$ cat src/rtl/imm_pkg.sv
// rtl/imm_pkg.sv - shared opcode constants, format codes and legal datapath widths
package imm_pkg;

  localparam int XLEN_32 = 32;
  localparam int XLEN_64 = 64;

  localparam logic [6:0] OPC_LOAD      = 7'b0000011;
  localparam logic [6:0] OPC_OP_IMM    = 7'b0010011;
  localparam logic [6:0] OPC_AUIPC     = 7'b0010111;
  localparam logic [6:0] OPC_OP_IMM_32 = 7'b0011011;
  localparam logic [6:0] OPC_STORE     = 7'b0100011;
  localparam logic [6:0] OPC_OP        = 7'b0110011;
  localparam logic [6:0] OPC_LUI       = 7'b0110111;
  localparam logic [6:0] OPC_OP_32     = 7'b0111011;
  localparam logic [6:0] OPC_BRANCH    = 7'b1100011;
  localparam logic [6:0] OPC_JALR      = 7'b1100111;
  localparam logic [6:0] OPC_JAL       = 7'b1101111;

  typedef enum logic [2:0] {
    FMT_R   = 3'd0,
    FMT_I   = 3'd1,
    FMT_S   = 3'd2,
    FMT_B   = 3'd3,
    FMT_U   = 3'd4,
    FMT_J   = 3'd5,
    FMT_ILL = 3'd7
  } imm_fmt_e;

endpackage

$ cat src/rtl/imm_extract.sv
// rtl/imm_extract.sv - combinational instruction format classifier and immediate extractor
module imm_extract
  import imm_pkg::*;
#(
  parameter int XLEN = 32
) (
  input  logic [31:0]     instr,
  output logic [XLEN-1:0] imm,
  output imm_fmt_e        fmt,
  output logic            illegal
);

  // Classify by full 7-bit opcode; any word whose low bits are not 2'b11 misses every entry.
  always_comb begin
    fmt = FMT_ILL;
    case (instr[6:0])
      OPC_LOAD, OPC_OP_IMM, OPC_JALR: fmt = FMT_I;
      OPC_STORE:                      fmt = FMT_S;
      OPC_BRANCH:                     fmt = FMT_B;
      OPC_LUI, OPC_AUIPC:             fmt = FMT_U;
      OPC_JAL:                        fmt = FMT_J;
      OPC_OP:                         fmt = FMT_R;
      OPC_OP_IMM_32: begin
        if (XLEN == XLEN_64) fmt = FMT_I;
      end
      OPC_OP_32: begin
        if (XLEN == XLEN_64) fmt = FMT_R;
      end
      default:                        fmt = FMT_ILL;
    endcase
  end

  // Reassemble the immediate for the decoded format and sign-extend it to XLEN.
  always_comb begin
    imm = '0;
    case (fmt)
      FMT_I:   imm = XLEN'($signed(instr[31:20]));
      FMT_S:   imm = XLEN'($signed({instr[31:25], instr[11:7]}));
      FMT_B:   imm = XLEN'($signed({instr[31], instr[7], instr[30:25], instr[11:8], 1'b0}));
      FMT_J:   imm = XLEN'($signed({instr[31], instr[19:12], instr[20], instr[30:21], 1'b0}));
      FMT_U:   imm = XLEN'($signed({instr[31:12], 12'b0}));
      default: imm = '0;
    endcase
  end

  assign illegal = (fmt == FMT_ILL);

endmodule

$ cat src/rtl/imm_decode_stage.sv
// rtl/imm_decode_stage.sv - two-entry decode buffer holding immediate, format and branch target
module imm_decode_stage
  import imm_pkg::*;
#(
  parameter int XLEN      = 32,
  parameter bit TARGET_EN = 1'b1
) (
  input  logic            clk,
  input  logic            rst_n,
  input  logic            in_valid,
  output logic            in_ready,
  input  logic [31:0]     in_instr,
  input  logic [XLEN-1:0] in_pc,
  input  logic            flush,
  output logic            out_valid,
  input  logic            out_ready,
  output logic [XLEN-1:0] out_imm,
  output logic [2:0]      out_fmt,
  output logic            out_illegal,
  output logic [XLEN-1:0] out_pc,
  output logic [XLEN-1:0] out_target
);

  localparam int DEPTH = 2;

  typedef struct packed {
    logic [XLEN-1:0] imm;
    logic [XLEN-1:0] pc;
    logic [XLEN-1:0] target;
    logic [2:0]      fmt;
    logic            illegal;
  } entry_t;

  logic [1:0]      count_q, count_d;
  logic            in_ready_q, in_ready_d;
  entry_t          slot_q [DEPTH];
  entry_t          slot_d [DEPTH];

  logic [XLEN-1:0] new_imm;
  imm_fmt_e        new_fmt;
  logic            new_illegal;
  entry_t          new_entry;
  logic            push_wr;
  logic            pop;
  logic [1:0]      after_pop;
  logic            wr_idx;

  imm_extract #(.XLEN(XLEN)) u_extract (
    .instr   (in_instr),
    .imm     (new_imm),
    .fmt     (new_fmt),
    .illegal (new_illegal)
  );

  // Build the entry at push time so the target adder sits before the buffer, not after it.
  always_comb begin
    new_entry         = '0;
    new_entry.imm     = new_imm;
    new_entry.pc      = in_pc;
    new_entry.target  = TARGET_EN ? (in_pc + new_imm) : '0;
    new_entry.fmt     = new_fmt;
    new_entry.illegal = new_illegal;
  end

  // Slot 0 is always the head; a pop shifts slot 1 down, and an emptying pop leaves slot 0 as-is.
  always_comb begin
    push_wr   = in_valid & in_ready_q & ~flush;
    pop       = (count_q != 2'd0) & out_ready;
    after_pop = count_q - {1'b0, pop};
    wr_idx    = after_pop[0];
    slot_d    = slot_q;
    if (pop && (count_q == 2'd2)) slot_d[0] = slot_q[1];
    if (push_wr) slot_d[wr_idx] = new_entry;
    if (flush) count_d = 2'd0;
    else       count_d = after_pop + {1'b0, push_wr};
    in_ready_d = (count_d != 2'd2);
  end

  // State update; reset clears occupancy and entry contents.
  always_ff @(posedge clk) begin
    if (!rst_n) begin
      count_q    <= 2'd0;
      in_ready_q <= 1'b1;
      for (int i = 0; i < DEPTH; i++) slot_q[i] <= '0;
    end else begin
      count_q    <= count_d;
      in_ready_q <= in_ready_d;
      for (int i = 0; i < DEPTH; i++) slot_q[i] <= slot_d[i];
    end
  end

  assign in_ready    = in_ready_q;
  assign out_valid   = (count_q != 2'd0);
  assign out_imm     = slot_q[0].imm;
  assign out_fmt     = slot_q[0].fmt;
  assign out_illegal = slot_q[0].illegal;
  assign out_pc      = slot_q[0].pc;
  assign out_target  = slot_q[0].target;

endmodule

$ cat config.mk
export PLATFORM = sky130hd
export DESIGN_NAME = imm_decode_stage
export DESIGN_NICKNAME = d
export VERILOG_FILES = /design/src/rtl/imm_pkg.sv /design/src/rtl/imm_extract.sv /design/src/rtl/imm_decode_stage.sv
export SDC_FILE = /design/constraint.sdc
export NUM_CORES = 1
export LEC_CHECK = 0
export ABC_AREA = 1
export BUFFER_PORTS_ARGS = -buffer_cell sky130_fd_sc_hd__buf_2
export CELL_PAD_IN_SITES_DETAIL_PLACEMENT = 1
export CELL_PAD_IN_SITES_GLOBAL_PLACEMENT = 1
export CORE_MARGIN = 3
export CORE_UTILIZATION = 44
export DETAILED_ROUTE_END_ITERATION = 8
export MAX_ROUTING_LAYER = met4
export PLACE_DENSITY = 0.9
export SETUP_SLACK_MARGIN = 0.15
export SLEW_MARGIN = 5
export SYNTH_ARGS = -nofsm -noshare
export SYNTH_HDL_FRONTEND = slang
export SYNTH_HIERARCHICAL = 1
export SYNTH_SLANG_ARGS = --single-unit
$ cat constraint.sdc
create_clock -name clk -period 5.6 [get_ports clk]
set_clock_uncertainty 0.2 [all_clocks]
set_input_delay 0.28 -clock clk [delete_from_list [all_inputs] [get_ports clk]]
set_output_delay 0.28 -clock clk [all_outputs]
set_load 0.05 [all_outputs]
Yosys cells after proc, flatten, opt, wreduce, memory -nomap -nowiden
Cells that the tools add are included.
{"block": "word_totals", "inputBits": 69, "regBits": 203, "output_inout_bits": 102, "elab_cells": 52}
{"block": "op_classes", "bitwise": 5, "eq_ne": 17, "order_cmp": 2, "reduce_logical": 5, "n_mux": 8, "addsub": 3}
{"operator": "$bwmux 200", "n": 1}
{"operator": "$mux 100", "n": 2}
{"operator": "$mux 200", "n": 1}
{"operator": "$pmux 32 s5", "n": 1}
{"operator": "$demux 100 s1", "n": 1}
{"operator": "$add 32x32->32", "n": 1}
{"operator": "$eq 7x6->1 const B", "n": 3}
{"operator": "$eq 7x7->1 const B", "n": 3}
{"operator": "$pmux 3 s6", "n": 1}
{"operator": "$eq 7x5->1 const B", "n": 2}
{"operator": "$eq 3x3->1 const B", "n": 3}
{"operator": "$eq 7x2->1 const B", "n": 1}
{"operator": "$eq 3x2->1 const B", "n": 2}
{"operator": "$and 1x1->1", "n": 3}
{"operator": "$eq 3x1->1 const B", "n": 1}
{"operator": "$reduce_or 3->1", "n": 1}
{"operator": "$add 2x1->2", "n": 1}
{"operator": "$eq 2x2->1 const B", "n": 1}
{"operator": "$ge 2x2->1 const B", "n": 1}
{"operator": "$logic_and 1x1->1", "n": 2}
{"operator": "$lt 2x1->1 const B", "n": 1}
{"operator": "$mux 2", "n": 1}
{"operator": "$ne 2x2->1 const B", "n": 1}
{"operator": "$not 1->2", "n": 1}
{"operator": "other kinds (4)", "n": 4}

Logic depth before layout (Yosys ltp)
{"block": "depth", "depth_word": 10, "mapped_depth": 21, "ltp_nobuf": 20}

Hierarchy
Netlist, hierarchy kept.
{"module": "imm_decode_stage", "area_each_um2": 11199.5, "n_inst": 1, "cells_per_inst": 1695}
{"module": "imm_extract", "area_each_um2": 581.8, "n_inst": 1, "cells_per_inst": 132}

Worst setup path after synthesis
OpenSTA, ideal clock, no wires.
{"block": "synth_path", "path_type": "input to register", "startpoint": "input port in_instr[1]", "endpoint": "register out_target[20] (netlist name)", "n_path_buf": 0, "setup_time_ns": 0.111, "required_ns": 5.289, "slack_ns": 3.112, "t_arrival_ns": 2.177, "stages": 18, "cell_sequence": "nand2_1 -> inv_1 -> nand3_1 -> nand2_2 -> nand2_1 -> nand2_1 -> ha_1 -> fa_1 -> nand3_1 -> nand3_1 -> nand3_1 -> nand3_1 -> nand2_1 -> nand2_1 -> nand2_1 -> nand3_1 -> nand3_1 -> inv_1"}
{"block": "synth_between", "elab_chain_cells": 8, "word_cells_on_any_way": 21}
{"element": "start: declaration", "line": "imm_decode_stage.sv:12", "text": "input logic [31:0] in_instr,"}
{"element": "$eq 7x2->1 (tied with other cells)", "line": "imm_extract.sv:16", "text": "case (instr[6:0])"}
{"element": "$reduce_or 3->1 / $reduce_or 2->1 (equally long branches)", "line": "imm_extract.sv:16"}
{"element": "$pmux 3 s6 (*)", "line": "imm_extract.sv:16"}
{"element": "$eq 3x3->1 (tied with other cells)", "line": "imm_extract.sv:36", "text": "case (fmt)"}
{"element": "$pmux 32 s5 (*)", "line": "imm_extract.sv:36"}
{"element": "via new_imm[0]", "line": "imm_decode_stage.sv:39", "text": "logic [XLEN-1:0] new_imm;"}
{"element": "$add 32x32->32 (*)", "line": "imm_decode_stage.sv:60", "text": "new_entry.target = TARGET_EN ? (in_pc + new_imm) : '0;"}
{"element": "$bwmux 200 (*)", "line": "imm_decode_stage.sv:73", "text": "if (push_wr) slot_d[wr_idx] = new_entry;"}
{"element": "$mux 200 (*)", "line": "imm_decode_stage.sv:73"}
The timed path passes the listed nets; every way through them passes the cells marked *.
A chain may end at the register's enable or synchronous reset.

==> impl_results.md <==
* Status: finished clean
* Layout overhead on the synthesized area at 10.45%
* Commonest non-fill, non-tap cell in the layout: nand2_1
* Final period utilization at 0.5754
* Drt pass-1 iters at 5
* R2R depth at 8
* Most frequent cells in the layout: nand2_1, inv_1, dfxtp_1, nor2_1, buf_2
* Mapped Cells at 1827
* P per Cell Area at 288.7 nW/µm²
* Syn_area_per_cell at 6.448 µm²
* Fmax at 310.4 MHz
* Pleak at 6.866 nW
* Cells after DPL at 2153
* Buffers plus inverters on the worst setup path at 5
* Final min period at 3.222 ns
* Final hold viol count at 0
* Crit path launch: in_instr[2]
* Vias per cell at 5.381
* Rows at 59
* CTS Buf Count at 22
* Unrepaired setup endpoints after global routing: false
* TritonCTS sink count at 203
* Worst-Margin Slew at 1.028 ns
* Sequential area share after synthesis at 0.3449
* Worst path depth at 16
* Antenna Nets Post-Route at 0
* DR vias at 11.97k
* CP max stage delay at 0.56 ns
* Synth area leader: dfxtp_1
* Post-route DRC violation count at 0
* Largest net degree at the start of global routing at 95
* Synth area leaders: dfxtp_1, nand2_1, inv_1
* R2R Path End: out_pc[2]
* Setup crit start kind: input pin
* Clock slew at reported path FFs at 0.06 ns
* GRT Total Usage at 0.2931
* Finish-stage setup viols at 0
* Setup TNS at 0 ns
* CTS tree: done
* Max FO, Critical Path at 12
* Fin nets at 1978
* HP Class: in2reg
* Initial antenna violation count at 0
* Clock Tree Buf Depth at 3
* DIE AREA at 28770 µm²
* Max-capacitance violation count at 0
* Arrival time of the worst setup path at 3.48 ns
* R2R Setup Slk at 2.40 ns
* CTS root buffer: clkbuf_16
* Final cell count without fillers at 2225
* Worst-Skew Late Latency at 0.51 ns
* Initial DRC count at 900
* Seq cells post-synth at 203
* H-tree depth at 1
* N_diodes at 0
* Yosys warnings at 6
* Io pins at 171
* Maximum VDD drop at 0.1746 mV
* Crit path max-delay family: simple AND/OR/NAND/NOR gates
* Yosys top cell area share at 0.3449
* Total Wirelength at 41740 µm
* CP most frequent cell: inv_1
* RR Startpoint: count_q[1]
* Wire length per cell at 18.76 µm
* Critical path cell sequence: buf_2 > inv_1 > nand2_1 > nor2_1 > nand3_1 > nand3_1 > ha_1 > nand2_1 > inv_1 > nand2_1 > inv_1 > a21oi_1 > nand2_2 > xor2_1 > o21ai_0 > inv_1
* Initial Util at 0.4496
* Max_slew headroom at 0.3147
* Gr ovfl total at 0
* Post-synthesis cell area at 11780 µm²
* PortBufs at 170
* Synth unique cells at 28
* Vias in the first global route at 12.49k
* Total power at 3.757 mW
* Hpwl dp at 29160 µm
* CP Capture Type: register
* Core region area at 26210 µm²
* Die W at 169.6 µm
* Die height at 169.6 µm
* Critical path class: in2reg
* CP Data Required Time at 5.86 ns
* Fraction of layout cells with a size suffix above 1 at 0.1228
* GP Congestion at 0.9649
* Syn Nets at 1930
* Crit path max-delay cell type: nor2_1
* Max-slew violations at 0
* First-pass GRT wire length at 66250 µm
-- Yosys cell counts --
cell	n
buf_4	109
fa_1	1
xor2_1	8
buf_6	1
and2_1	2
clkbuf_1	59
buf_1	2
a21oi_1	51
nor2_4	2
nor2_1	192
nand4_1	4
xnor2_1	8
inv_1	235
o21a_1	1
nand3_2	7
nand3_1	97
dfxtp_1	203
ha_1	33
o21ai_0	159
nand2_1	514
a31oi_1	71
inv_2	5
o211ai_1	29
buf_2	15
a21o_1	2
nand2_2	7
o21bai_1	6
nor3_1	4
-- worst reg2reg max path: stages, from the launching register on --
cell     delay, ns
dfxtp_1       0.36
o21a_1        0.21
ha_1          0.27
inv_1         0.07
nor2_4        0.65
inv_4         0.23
buf_4         0.41
o21ai_0       0.50
a31oi_1       0.11
-- repair_timing --
| item | in CTS | in global routing |
|---|---|---|
| buffers inserted | 0 | 0 |
| hold buffers | 33 | 0 |
| gates resized for setup | 0 | 0 |
| setup endpoints to repair | 0 | 0 |
| hold endpoints to repair | 62 | 0 |
-- kinds of logic (layout without fill, tap and decap cells) --
kind of cell	after synthesis	after routing	synth area share
DFF	203	203	0.3449
AOI/OAI and AO/OA	319	319	0.1511
adders and majority gates	34	34	0.03675
and+or+nand+nor	829	829	0.2826
xor gates and xnor gates	16	16	0.01190
buffers and inverters	426	489	0.1727
-- per-stage QoR --
step                        util  hold slack [ns]  area [µm²]  setup WS (ns)
after floorplan                -           0.1585       11780          3.112
after global placement    0.4573           0.2628       11990          2.017
after detailed placement  0.4573           0.2726       11990          1.946
after CTS                 0.4965          0.04175       13010          2.463
after global routing      0.4965          0.08863       13010          2.123
final                     0.4965          0.05709       13010          2.378
-- per-layer routing --
layer	share of wire	global-route usage	wire, µm	vias up
met2	0.47	0.4871	19530	293
met4	0.028	0.08393	1164	0
met3	0.045	0.04030	1876	73
met5	0	-	0	-
li1	-	-	-	5777
met1	0.46	0.3737	19170	5829
-- power breakdown --
group / internal [mW] / switching (mW) / leakage (nW)
clock network: 0.820 / 0.618 / 0.340
registers: 1.53 / 0.0555 / 1.66
logic: 0.192 / 0.540 / 4.87
total: 2.54 / 1.21 / 6.87
-- area by class of cell --
class                           instances  area, µm²
Sequential cell                       203       4064
Multi-Input combinational cell       1198       5693
Tap cell                              335      419.2
Timing Repair Buffer                  210       1236
Clock buffer                           35      670.6
Clock inverter                          4      26.28
Inverter                              240      903.4
Fill cell                            3482      13190
-- how the worst min path moves through the flow --
stage | to | from | cells after the start | slack, ns
6_report | register | in_instr[5] | 4 | 0.06
5_1_grt | register | in_instr[28] | 5 | 0.09
4_1_cts | register | in_instr[26] | 5 | 0.04
3_5_place_dp | out_pc[27] | out_pc[27] | 2 | 0.27
3_3_place_gp | register | register | 2 | 0.26
2_1_floorplan | count_q[0] | flush | 1 | 0.16
Power figures use the tool's default switching activity.
